File: src/rtl/ones_count_pkg.sv
// Shared definitions for the ones-count scheduler slice.
// Provides the scheduler state encoding, the requester id constants and a
// helper that sizes the population-count result for a given word width.
package ones_count_pkg;

  // Scheduler states: wait for a request, walk the nibbles, present the result.
  typedef enum logic [1:0] {
    IDLE  = 2'd0,
    COUNT = 2'd1,
    DONE  = 2'd2
  } state_t;

  // Requester ids as they appear on res_id and in the round-robin history.
  localparam logic ID_A = 1'b0;
  localparam logic ID_B = 1'b1;

  // Bits needed to hold any count from 0 up to and including wordWidth.
  function automatic int cntWidth(input int wordWidth);
    return $clog2(wordWidth + 1);
  endfunction

endpackage

File: src/rtl/onesCounter4bit.sv
// Purely combinational ones counter for a single nibble.
// Ports:
//   data_i  [3:0]  nibble to count
//   count_o [2:0]  number of set bits in data_i (0..4)
module onesCounter4bit (
  input  logic [3:0] data_i,
  output logic [2:0] count_o
);

  // Each bit is widened to the result width before summing so no carry is lost.
  assign count_o = {2'b00, data_i[0]} + {2'b00, data_i[1]}
                 + {2'b00, data_i[2]} + {2'b00, data_i[3]};

endmodule

File: src/rtl/ones_count_sched.sv
// Round-robin sequencer that shares one nibble ones-counter between two
// requesters. An accepted word is shifted through the counter one nibble per
// clock and the partial counts are accumulated; the total is then offered on a
// valid/ready result channel tagged with the id of the requester it came from.
// Ports:
//   clk, rst              clock (rising edge) and asynchronous active-high reset
//   a_valid/a_data/a_ready requester A word handshake (ready is combinational)
//   b_valid/b_data/b_ready requester B word handshake (ready is combinational)
//   res_valid/res_ready    result handshake
//   res_count              population count of the accepted word
//   res_id                 requester that supplied the word (0 = A, 1 = B)
//   busy                   high whenever the scheduler is not idle
module ones_count_sched
  import ones_count_pkg::*;
#(
  parameter int WORD_W = 16,
  parameter int CNT_W  = cntWidth(WORD_W)
) (
  input  logic              clk,
  input  logic              rst,
  input  logic              a_valid,
  input  logic [WORD_W-1:0] a_data,
  output logic              a_ready,
  input  logic              b_valid,
  input  logic [WORD_W-1:0] b_data,
  output logic              b_ready,
  output logic              res_valid,
  input  logic              res_ready,
  output logic [CNT_W-1:0]  res_count,
  output logic              res_id,
  output logic              busy
);

  localparam int NIB   = WORD_W / 4;
  localparam int NIB_W = (NIB > 1) ? $clog2(NIB) : 1;

  state_t              state_q, state_d;
  logic [WORD_W-1:0]   shiftReg_q, shiftReg_d;
  logic [CNT_W-1:0]    acc_q, acc_d;
  logic [NIB_W-1:0]    nibCnt_q, nibCnt_d;
  logic                lastId_q, lastId_d;
  logic                resId_q, resId_d;
  logic                grantA, grantB;
  logic                acceptA, acceptB;
  logic [2:0]          nibOnes;

  // The single shared datapath always looks at the low nibble of the shifter.
  onesCounter4bit uCounter (
    .data_i  (shiftReg_q[3:0]),
    .count_o (nibOnes)
  );

  // Round-robin grant: a lone requester always wins; on a tie the requester
  // that was not served last wins. The grants are mutually exclusive.
  always_comb begin
    grantA = a_valid && (!b_valid || (lastId_q == ID_B));
    grantB = b_valid && (!a_valid || (lastId_q == ID_A));
  end

  // Readiness is only offered while idle and never while reset is applied.
  assign a_ready  = (state_q == IDLE) && grantA && !rst;
  assign b_ready  = (state_q == IDLE) && grantB && !rst;
  assign acceptA  = a_valid && a_ready;
  assign acceptB  = b_valid && b_ready;

  assign res_valid = (state_q == DONE);
  assign res_count = acc_q;
  assign res_id    = resId_q;
  assign busy      = (state_q != IDLE);

  // Next-state and datapath update. The accumulator cannot overflow because
  // the largest possible sum is WORD_W, which CNT_W is sized to hold.
  always_comb begin
    state_d    = state_q;
    shiftReg_d = shiftReg_q;
    acc_d      = acc_q;
    nibCnt_d   = nibCnt_q;
    lastId_d   = lastId_q;
    resId_d    = resId_q;
    case (state_q)
      IDLE: begin
        if (acceptA || acceptB) begin
          state_d    = COUNT;
          shiftReg_d = acceptA ? a_data : b_data;
          acc_d      = '0;
          nibCnt_d   = '0;
          resId_d    = acceptA ? ID_A : ID_B;
          lastId_d   = acceptA ? ID_A : ID_B;
        end
      end
      COUNT: begin
        acc_d      = acc_q + CNT_W'(nibOnes);
        shiftReg_d = shiftReg_q >> 4;
        nibCnt_d   = nibCnt_q + NIB_W'(1);
        if (nibCnt_q == NIB_W'(NIB - 1)) begin
          state_d = DONE;
        end
      end
      DONE: begin
        if (res_ready) begin
          state_d = IDLE;
        end
      end
      default: begin
        state_d = IDLE;
      end
    endcase
  end

  // State register. Reset discards any word in flight; last_id starts at B so
  // that requester A wins the first tie.
  always_ff @(posedge clk or posedge rst) begin
    if (rst) begin
      state_q    <= IDLE;
      shiftReg_q <= '0;
      acc_q      <= '0;
      nibCnt_q   <= '0;
      lastId_q   <= ID_B;
      resId_q    <= ID_A;
    end else begin
      state_q    <= state_d;
      shiftReg_q <= shiftReg_d;
      acc_q      <= acc_d;
      nibCnt_q   <= nibCnt_d;
      lastId_q   <= lastId_d;
      resId_q    <= resId_d;
    end
  end

endmodule

File: config.mk
export PLATFORM = sky130hd
export DESIGN_NAME = ones_count_sched
export DESIGN_NICKNAME = d
export VERILOG_FILES = /design/src/rtl/ones_count_pkg.sv /design/src/rtl/onesCounter4bit.sv /design/src/rtl/ones_count_sched.sv
export SDC_FILE = /design/constraint.sdc
export NUM_CORES = 1
export LEC_CHECK = 0
export ABC_AREA = 1
export CAP_MARGIN = 20
export CORE_UTILIZATION = 48
export DETAILED_ROUTE_END_ITERATION = 10
export PLACE_DENSITY = 0.91
export SLEW_MARGIN = 0
export SYNTH_ARGS = -nofsm -noshare
export SYNTH_HDL_FRONTEND = slang
export SYNTH_SLANG_ARGS = --single-unit
export TNS_END_PERCENT = 100
File: constraint.sdc
create_clock -name clk -period 2.81 [get_ports clk]
set_input_delay 0.4215 -clock clk [delete_from_list [all_inputs] [get_ports clk]]
set_output_delay 0.4215 -clock clk [all_outputs]
set_load 0.01 [all_outputs]
Word-level counts from Yosys, hierarchy flattened
Cells that the tools add are included.
{ "totals": {"reg_bits": 27, "latchBits": 0, "ramBits": 0, "rom_bits": 0, "word_cells": 50, "memories": 0} }
{ "op_classes": {"addsub": 5, "n_mul": 0, "n_div": 0, "magnitude_cmp": 0, "eq_ne": 6, "shifts": 0, "mux": 12, "bitwise": 1, "n_reduce_logical": 20} }
{ "op_table": {"columns": ["cell", "count"], "rows": [
  ["$mux 16", 2],
  ["$pmux 16 s2", 1],
  ["$pmux 5 s2", 1],
  ["$logic_and 1x1->1", 8],
  ["$mux 2", 4],
  ["$add 3x1->3", 2],
  ["$pmux 2 s3", 1],
  ["$add 5x3->5", 1],
  ["$mux 5", 1],
  ["$eq 2x2->1 const B", 2],
  ["$ne 2x1->1 const B", 2],
  ["$pmux 2 s2", 1],
  ["$reduce_and 2->1", 2],
  ["$reduce_bool 2->1", 2],
  ["$logic_not 1->1", 3],
  ["$logic_or 1x1->1", 3],
  ["$reduce_and 3->1", 1],
  ["$add 1x1->2", 1],
  ["$add 2x1->2 const B", 1],
  ["$eq 2x1->1 const B", 1],
  ["$logic_not 2->1", 1],
  ["$ne 2x2->1 const B", 1],
  ["$mux 1", 1],
  ["$not 1->1", 1]
]} }

Depth between registers and ports, before layout
Gate-level depths: netlist of the first run.
{ "depth": {"word_depth": 9, "mapped_depth": 13, "mapped_depth_nobuf": 13} }

Modules after synthesis
A second synthesis of the first run with hierarchy kept.
{ "unflattened": {"hier_cells": 232, "area_unflattened_um2": 1757.9} }
{ "by_module_without_submodules": {"columns": ["mod", "n_inst", "cells_each", "area_each_um2"], "rows": [
  ["ones_count_sched", 1, 229, 1712.9],
  ["onesCounter4bit", 1, 3, 45.0]
]} }

Worst setup path after synthesis of the first run
No wires, ideal clock.
{ "synth_path": {"path_type": "register to register", "startpoint": "reg shiftReg_q[0]", "endpoint": "reg acc_q[4], in the netlist res_count[4]", "setup_ns": 0.065, "arrival_time_ns": 2.205, "required_ns": 2.745, "path_slack_ns": 0.540, "path_stages_with_launch": 14, "path_buffers": 0, "path_cell_list": "dfrtp_1 > ha_1 > inv_1 > fa_1 > inv_1 > ha_1 > inv_1 > fa_1 > inv_1 > nand2_1 > a21boi_0 > or2_2 > nand3_1 > nand2_1"} }
{ "synth_via": {"elab_chain_cells": 5} }
{ "synth_rtl": {"columns": ["element", "line", "text"], "rows": [
  ["start, declared", "ones_count_sched.sv:38", "logic [WORD_W-1:0] shiftReg_q, shiftReg_d;"],
  ["start signal, assigned", "ones_count_sched.sv:122", "shiftReg_q <= shiftReg_d;"],
  ["$add 1x1->2", "onesCounter4bit.sv:11", "assign count_o = {2'b00, data_i[0]} + {2'b00, data_i[1]}"],
  ["$add 3x1->3 (2 in series)", "onesCounter4bit.sv:12", "+ {2'b00, data_i[2]} + {2'b00, data_i[3]};"],
  ["$add 5x3->5", "ones_count_sched.sv:92", "acc_d = acc_q + CNT_W'(nibOnes);"],
  ["$pmux 5 s2", "ones_count_sched.sv:80", "case (state_q)"],
  ["end signal, assigned", "ones_count_sched.sv:116", "acc_q <= '0;"],
  ["end signal, assigned", "ones_count_sched.sv:123", "acc_q <= acc_d;"],
  ["end, declared", "ones_count_sched.sv:39", "logic [CNT_W-1:0] acc_q, acc_d;"]
]} }
No other way between the ends.
A chain may end at the register's enable or synchronous reset.

Worst setup path in the final report of the first run
Ends and elaborated chain as after synthesis.

==> run summary, run 1 <==
PnR worst setup slack: 0.282 ns
global-route wire length before repair: 6680 µm
status: completed
die area: 3790 µm²
clk_lat worst skew: 0.33 ns
CP Launch Type: flip-flop
Leak: 1.15 nW
initial core utilization: 0.506
Final setup viols: 0
top post-synthesis cells by area: dfrtp_1 (38%), nand2_1 (14%), inv_1 (8.8%)
largest net degree at the start of global routing: 28
PD cells: 944 nW/µm²
layout cell share with drive strength beyond 1: 0.0772
total number of yosys warnings: 0
TritonCTS Buffers: 3
H-tree depth: 1
Nets: 318
Worst VDD drop: 596 µV
drc violations: 0
clock-pin slew on the worst setup and hold paths: 0.14 ns
Wirelength per Cell: 12.4 µm
core area: 3360 µm²
top_reg_cell synth: dfrtp_1
grt ovf: 0
CTS Hold Bufs: 0
overall power: 2.10 mW
vias post-DR: 1610
die height: 61.6 µm
Worst Skew: 0.00233 ns
fmax: 396 MHz
Buffers on Ports: 46
cell taking the most area after synthesis: dfrtp_1
# diodes: 0
drt total wl: 3930 µm
top cell type's share of synthesized area: 0.382
relative slew slack: 0.700
chip width: 61.6 µm
clock root cell: clkbuf_4
fin crit period: 2.53 ns
number of global-route vias before repair: 1591
top cells by count, synth: nand2_1 (64), inv_1 (40), dfrtp_1 (26), nand3_1 (25), nand4_1 (15)
placed cells: 314
Yosys cell types: 25
most frequent cell after synthesis: nand2_1
WP data arrival: 2.82 ns
Worst EP required: 3.10 ns
Mapped Cells: 227
most used cell, CP: inv_1
CTS tree: yes
ys async rst share: 1.00
post-synthesis register bit count: 27
vias per inst: 5.06
Antenna Nets Post-Route: 0
Tightest Pin Transition: 0.449 ns
num ports: 47
Sum Neg Setup Slack: 0 ns
max cap viols: 0
Hold Vio Cnt, Final: 0
Post-Layout Cell Count: 318
gr usage total: 0.239
Area Growth Syn to Fin: 30.4%
crit-path max FO: 2
DPL Wire Length: 2870 µm
class of the worst hold path: input pin to async pin
Seq/Total Area, Yosys: 0.398
EDFF count, synth: 0
Cell Area, Synth: 1700 µm²
# clock sinks: 27
Clock Path Buffers: 2
cells along the critical path: ha_1 -> inv_1 -> fa_1 -> inv_1 -> ha_1 -> inv_1 -> fa_1 -> inv_1 -> nand2_1 -> a21boi_0 -> or2_2 -> nand3_1 -> nand2_1
syn_area_per_cell: 7.50 µm²
Setup crit end kind: flip-flop
GP Congestion: 0.791
post-CTS sizing: 0
DRT iter0 DRCs: 85
row cnt: 21
fin. max-slew vios: 0
WS Path Type: flip-flop to flip-flop
slowest cell delay on critical path: 0.41 ns
worst slack, placed: 0.326 ns
setup repair bufs after CTS: 0
fin crit share: 0.900
RSZ-0062 raised after global routing: no
DRT Pass-1 Iters: 4
Slowest cell on crit path: dfrtp_1
initial antenna violation count: 0
Syn Nets: 272
[cell families (layout without fill, tap and decap cells)]
group,after synthesis,in the layout,synth area share
AND/OR/NAND/NOR,124,124,0.356
buffers and inverters,52,97,0.129
flip-flops,27,27,0.398
AO/OA/AOI/OAI,16,16,0.0500
adder cells (fa/ha/maj),8,8,0.0676
[critical path: cells and delay by family (launching register included)]
| kind | cells | cell delay, ns |
|---|---|---|
| buffers and inverters | 4 | 0.28 |
| DFF | 1 | 0.41 |
| adders and majority gates | 4 | 1.20 |
| and+or+nand+nor | 4 | 0.35 |
| AOI/OAI and AO/OA | 1 | 0.24 |
[worst paths after layout]
check                      slack (ns)        endpoint  depth (start not counted)           start
max in group asynchronous        2.01        lastId_q                          3             rst
min in group clk                 0.50  shiftReg_q[13]                          2  shiftReg_q[13]
hold reg to reg                  0.50  shiftReg_q[13]                          2  shiftReg_q[13]
setup / recovery                 0.28    res_count[4]                         13   shiftReg_q[0]
hold / removal                   0.50   shiftReg_q[9]                          3             rst
setup reg to reg                 0.28    res_count[4]                         13   shiftReg_q[0]
[placed cells by master (no fill, tap or decap), types with 4 or more instances in the layout]
cell type and n:
inv_1 40, nand4_1 15, nand3_1 25, buf_4 4
nand2_1 64, o21ai_0 6, dfrtp_1 26, o21ai_1 7
nor2_1 10, or2_2 4, clkdlybuf4s50_1 46, ha_1 6
[cell type report]
| class | instances | area, µm² |
|---|---|---|
| clock buffers | 4 | 26.3 |
| multi-input cells | 148 | 806 |
| flip-flops and latches | 27 | 677 |
| inverters | 43 | 164 |
| repair buffers | 50 | 490 |
| fillers | 329 | 1140 |
| well taps | 46 | 57.6 |
[report_power, final]
| part | total [mW] | internal (mW) | switching, mW |
|---|---|---|---|
| Clock | 0.175 | 0.0559 | 0.119 |
| Sequential | 0.699 | 0.580 | 0.119 |
| Combinational | 1.22 | 0.500 | 0.721 |
[metal layers]
metal / vias up / GRT usage / wire, µm
li1: 812 / - / -
met1: 729 / 0.294 / 1640
met2: 53 / 0.395 / 1950
met3: 16 / 0.0504 / 213
met4: 0 / 0.121 / 125
met5: - / 0 / 0
[stage by stage]
| stage | util | hold slack (ns) | area [µm²] |
|---|---|---|---|
| 2_1_floorplan | - | 0.446 | 1700 |
| 4_1_cts | 0.660 | 0.505 | 2220 |
| 5_1_grt | 0.660 | 0.521 | 2220 |
| 6_report | 0.660 | 0.501 | 2220 |
| 3_3_place_gp | 0.653 | 0.460 | 2190 |
| 3_5_place_dp | 0.653 | 0.470 | 2190 |
[registers in the layout, indices dropped and copies added (netlist names)]
name / flops
res_id: 1
state_q: 2
lastId_q: 1
res_count: 5
shiftReg_q: 16
nibCnt_q: 2
Power figures use the tool's default switching activity.
==> inputs of run 2 (changes only) <==
--- a/config.mk
+++ b/config.mk
@@ -9,7 +9,7 @@
 export CAP_MARGIN = 20
 export CORE_UTILIZATION = 48
 export DETAILED_ROUTE_END_ITERATION = 10
-export PLACE_DENSITY = 0.91
+export PLACE_DENSITY = 0.8
 export SLEW_MARGIN = 0
 export SYNTH_ARGS = -nofsm -noshare
 export SYNTH_HDL_FRONTEND = slang
==> run summary, run 2 (synthesized netlist as in run 1, its figures left out) <==
status: completed (unchanged)
r2r worst-path depth: 13 (unchanged)
chip width: 61.6 µm (unchanged)
reg2reg setup slack: 0.36 ns (was 0.28 ns)
Wirelength per Cell: 11.1 µm (was 12.4 µm)
core area: 3360 µm² (unchanged)
drc violations: 0 (unchanged)
DRT Pass-1 Iters: 4 (unchanged)
crit-path max FO: 2 (unchanged)
CTS Hold Bufs: 0 (unchanged)
DRT iter0 DRCs: 81 (was 85)
most frequent cells in the layout: nand2_1 (64), clkdlybuf4s50_1 (46), inv_1 (40) (unchanged)
fin crit period: 2.45 ns (was 2.53 ns)
Antenna Nets Post-Route: 0 (unchanged)
RSZ-0062 raised after global routing: no (unchanged)
Post-Layout Cell Count: 319 (was 318)
initial antenna violation count: 0 (unchanged)
die area: 3790 µm² (unchanged)
max cap viols: 0 (unchanged)
Hold Slack: 0.488 ns (was 0.501 ns)
row cnt: 21 (unchanged)
CTS tree: yes (unchanged)
Worst VDD drop: 502 µV (was 596 µV)
Tightest Pin Transition: 0.430 ns (was 0.449 ns)
drt total wl: 3550 µm (was 3930 µm)
clock-pin slew on the worst setup and hold paths: 0.17 ns (was 0.14 ns)
number of flip-flops in the largest register: 16 (unchanged)
vias post-DR: 1560 (was 1610)
TritonCTS Buffers: 3 (unchanged)
number of global-route vias before repair: 1378 (was 1591)
Nets: 319 (was 318)
class of the worst hold path: input pin to async pin (unchanged)
Leak: 1.16 nW (was 1.15 nW)
Clock Path Buffers: 2 (unchanged)
die height: 61.6 µm (unchanged)
fin. max-slew vios: 0 (unchanged)
Worst Skew: 0.0116 ns (was 0.00233 ns)
global-route wire length before repair: 5910 µm (was 6680 µm)
grt ovf: 0 (unchanged)
gr usage total: 0.214 (was 0.239)
most common cell after layout, fill and taps aside: nand2_1 (unchanged)
relative slew slack: 0.713 (was 0.700)
Sum Neg Setup Slack: 0 ns (unchanged)
Final setup viols: 0 (unchanged)
initial core utilization: 0.506 (unchanged)
setup repair bufs after CTS: 0 (unchanged)
Area Growth Syn to Fin: 31.2% (was 30.4%)
Setup crit end kind: flip-flop (unchanged)
clock root cell: clkbuf_4 (unchanged)
DPL Wire Length: 2640 µm (was 2870 µm)
H-tree depth: 1 (unchanged)
layout cell share with drive strength beyond 1: 0.0842 (was 0.0772)
Worst EP required: 3.12 ns (was 3.10 ns)
post-CTS sizing: 0 (unchanged)
GP Congestion: 0.810 (was 0.791)
clk_lat worst skew: 0.35 ns (was 0.33 ns)
vias per inst: 4.89 (was 5.06)
WS Path Type: flip-flop to flip-flop (unchanged)
placed cells: 315 (was 314)
# diodes: 0 (unchanged)
# clock sinks: 27 (unchanged)
Largest Register: shiftReg_q (unchanged)
num ports: 47 (unchanged)
fin crit share: 0.871 (was 0.900)
overall power: 2.09 mW (was 2.10 mW)
Hold Vio Cnt, Final: 0 (unchanged)
Buffers on Ports: 46 (unchanged)
WP data arrival: 2.75 ns (was 2.82 ns)
area post-placement: 2200 µm² (was 2190 µm²)
PD cells: 938 nW/µm² (was 944 nW/µm²)
largest net degree at the start of global routing: 28 (unchanged)
fmax: 409 MHz (was 396 MHz)
CP Launch Type: flip-flop (unchanged)
fin area: 2230 µm² (was 2220 µm²)
==> run 2: worst paths after layout <==
path / endpoint / start
max in group asynchronous: lastId_q / rst
min in group clk: res_id / res_id
max: res_count[4] / shiftReg_q[0]
min reg2reg: res_id / res_id
max reg2reg: res_count[4] / shiftReg_q[0]
min: shiftReg_q[13] / rst
==> run 2: final cells by class <==
class | instances | area, µm²
inverter | 43 | 164
timing repair buffer | 51 | 498
fill | 308 | 1130
multi-input combinational | 148 | 806
tap | 46 | 57.6
clock buffer | 3 | 22.5
clock inverter | 1 | 8.76
sequential | 27 | 677
==> run 2: per-layer routing <==
layer / track usage / wire, µm
met5: 0 / 0
met4: 0.105 / 59
met3: 0.0210 / 112
met1: 0.266 / 1700
met2: 0.372 / 1680
==> run 2: metrics by stage <==
step / utilization / setup slack, ns
global placement: 0.655 / 0.471
floorplan: - / 0.540
detailed placement: 0.655 / 0.387
finish: 0.664 / 0.364
CTS: 0.664 / 0.378
global route: 0.664 / 0.105
==> run 2: worst max-delay path, cell delays in order, from the launching register on <==
cell and delay, ns:
dfrtp_1 0.41, ha_1 0.30, inv_1 0.07, fa_1 0.40
inv_1 0.06, ha_1 0.16, inv_1 0.06, fa_1 0.35
inv_1 0.08, nand2_1 0.06, a21boi_0 0.19, or2_2 0.14
nand3_1 0.06, nand2_1 0.07
==> run 2: where the power goes <==
part | internal, mW | total (mW) | switching, mW
Combinational | 0.507 | 1.21 | 0.704
Clock | 0.0583 | 0.189 | 0.130
Sequential | 0.579 | 0.694 | 0.115
==> inputs of run 3 (changes only) <==
--- a/config.mk
+++ b/config.mk
@@ -14,4 +14,4 @@
 export SYNTH_ARGS = -nofsm -noshare
 export SYNTH_HDL_FRONTEND = slang
 export SYNTH_SLANG_ARGS = --single-unit
-export TNS_END_PERCENT = 100
+export TNS_END_PERCENT = 20
==> constraint.sdc (replaced) <==
create_clock -name clk -period 2.73 [get_ports clk]
set_input_delay 0.4095 -clock clk [delete_from_list [all_inputs] [get_ports clk]]
set_output_delay 0.4095 -clock clk [all_outputs]
set_load 0.01 [all_outputs]
==> run summary, run 3 (synthesized netlist as in run 1, its figures left out) <==
status: completed (unchanged)
most used cell, CP: inv_1 (unchanged)
global-route wire length before repair: 6000 µm (was 5910 µm)
DRT Pass-1 Iters: 4 (unchanged)
critical path startpoint: shiftReg_q[0] (unchanged)
Leak: 1.15 nW (was 1.16 nW)
TritonCTS Buffers: 3 (unchanged)
largest net degree at the start of global routing: 28 (unchanged)
max cap viols: 0 (unchanged)
gr usage total: 0.217 (was 0.214)
most common cell after layout, fill and taps aside: nand2_1 (unchanged)
Clock Path Buffers: 2 (unchanged)
PD cells: 959 nW/µm² (was 938 nW/µm²)
clock-pin slew on the worst setup and hold paths: 0.14 ns (was 0.17 ns)
GP Congestion: 0.803 (was 0.810)
row cnt: 21 (unchanged)
Largest Register: shiftReg_q (unchanged)
worst slack, placed: 0.275 ns (was 0.387 ns)
Slowest cell on crit path: dfrtp_1 (unchanged)
Nets: 319 (unchanged)
Wirelength per Cell: 11.1 µm (about the same)
Sum Neg Setup Slack: 0 ns (unchanged)
Worst EP required: 2.96 ns (was 3.12 ns)
end of the critical path: res_count[4] (unchanged)
clk_lat worst skew: 0.32 ns (was 0.35 ns)
setup repair bufs after CTS: 0 (unchanged)
initial core utilization: 0.506 (unchanged)
fin crit period: 2.49 ns (was 2.45 ns)
RSZ-0062 raised after global routing: no (unchanged)
FF-to-FF End: res_count[4] (unchanged)
fin. max-slew vios: 0 (unchanged)
Hold Slack: 0.494 ns (was 0.488 ns)
crit-path max FO: 2 (unchanged)
class of the worst hold path: flip-flop to flip-flop (was input pin to async pin)
DRT iter0 DRCs: 104 (was 81)
fin crit share: 0.912 (was 0.871)
core area: 3360 µm² (unchanged)
number of flip-flops in the largest register: 16 (unchanged)
drt total wl: 3560 µm (was 3550 µm)
DR WL met2: 1770 µm (was 1680 µm)
DPL Wire Length: 2660 µm (was 2640 µm)
grt ovf: 0 (unchanged)
Hold Vio Cnt, Final: 0 (unchanged)
# diodes: 0 (unchanged)
vias per inst: 4.92 (was 4.89)
r2r worst-path depth: 13 (unchanged)
Antenna Nets Post-Route: 0 (unchanged)
Top Layer Used: met4 (unchanged)
Final setup viols: 0 (unchanged)
Tightest Pin Transition: 0.416 ns (was 0.430 ns)
vias post-DR: 1571 (was 1560)
CTS Hold Bufs: 0 (unchanged)
H-tree depth: 1 (unchanged)
cells along the critical path: ha_1 -> inv_1 -> fa_1 -> inv_1 -> ha_1 -> inv_1 -> fa_1 -> inv_1 -> nand2_1 -> a21boi_0 -> nand2_1 -> nand3_1 -> nand2_1 (was ha_1 -> inv_1 -> fa_1 -> inv_1 -> ha_1 -> inv_1 -> fa_1 -> inv_1 -> nand2_1 -> a21boi_0 -> or2_2 -> nand3_1 -> nand2_1)
reg2reg setup slack: 0.24 ns (was 0.36 ns)
Buffers on Ports: 46 (unchanged)
PnR worst setup slack: 0.241 ns (was 0.364 ns)
CP Launch Type: flip-flop (unchanged)
initial antenna violation count: 0 (unchanged)
# clock sinks: 27 (unchanged)
num ports: 47 (unchanged)
chip width: 61.6 µm (unchanged)
R2R Path Start: shiftReg_q[0] (unchanged)
drc violations: 0 (unchanged)
Area Growth Syn to Fin: 30.9% (was 31.2%)
Worst VDD drop: 530 µV (was 502 µV)
number of global-route vias before repair: 1428 (was 1378)
layout cell share with drive strength beyond 1: 0.0806 (was 0.0842)
CTS tree: yes (unchanged)
clock root cell: clkbuf_4 (unchanged)
met1 WL: 1590 µm (was 1700 µm)
met3 WL: 159 µm (was 112 µm)
Worst Skew: 0.00232 ns (was 0.0116 ns)
WS Path Type: flip-flop to flip-flop (unchanged)
overall power: 2.14 mW (was 2.09 mW)
fmax: 402 MHz (was 409 MHz)
WP data arrival: 2.72 ns (was 2.75 ns)
relative slew slack: 0.722 (was 0.713)
most frequent cells in the layout: nand2_1 (64), clkdlybuf4s50_1 (46), inv_1 (40) (unchanged)
post-CTS sizing: 0 (unchanged)
die area: 3790 µm² (unchanged)
die height: 61.6 µm (unchanged)
slowest cell delay on critical path: 0.41 ns (about the same)
Setup crit end kind: flip-flop (unchanged)
run 3: changes by cell type in the layout (fill, tap and decap cells not counted):
cell / change
inv_6: -1
clkbuf_1: +1
run 3: worst min path at each step:
stage	startpoint	to	slack, ns	depth (start not counted)
2_1_floorplan	nibCnt_q[1]	nibCnt_q[1]	0.45	2
3_3_place_gp	nibCnt_q[1]	nibCnt_q[1]	0.46	2
3_5_place_dp	nibCnt_q[1]	nibCnt_q[1]	0.47	2
4_1_cts	nibCnt_q[1]	nibCnt_q[1]	0.50	2
5_1_grt	rst	shiftReg_q[12]	0.53	3
6_report	nibCnt_q[1]	nibCnt_q[1]	0.49	2
run 3: critical path, delay by kind of cell (launching register included):
kind,cells,cell delay [ns]
AO/OA/AOI/OAI,1,0.21
adder cells (fa/ha/maj),4,1.21
buffers and inverters,4,0.26
flip-flops,1,0.41
AND/OR/NAND/NOR,4,0.31
run 3: cell type report:
cell class	count	area [µm²]
inverter	43	164
fill	307	1130
multi-input combinational	148	806
tap	46	57.6
timing repair buffer	51	498
clock buffer	4	26.3
sequential	27	677
run 3: power breakdown:
group          switching, mW  internal (mW)
Clock                  0.116         0.0573
Combinational          0.724          0.524
Sequential             0.118          0.597
Total                  0.959           1.18
run 3: per-layer routing:
layer / up-vias / track usage
met4: 0 / 0.0921
met3: 4 / 0.0399
met2: 43 / 0.386
met1: 716 / 0.257
met5: - / 0
li1: 808 / -
run 3: per-stage QoR:
stage | utilization | instance area [µm²] | instances
2_1_floorplan | - | 1700 | 227
3_3_place_gp | 0.655 | 2200 | 315
3_5_place_dp | 0.655 | 2200 | 315
4_1_cts | 0.663 | 2230 | 319
5_1_grt | 0.663 | 2230 | 319
6_report | 0.663 | 2230 | 319
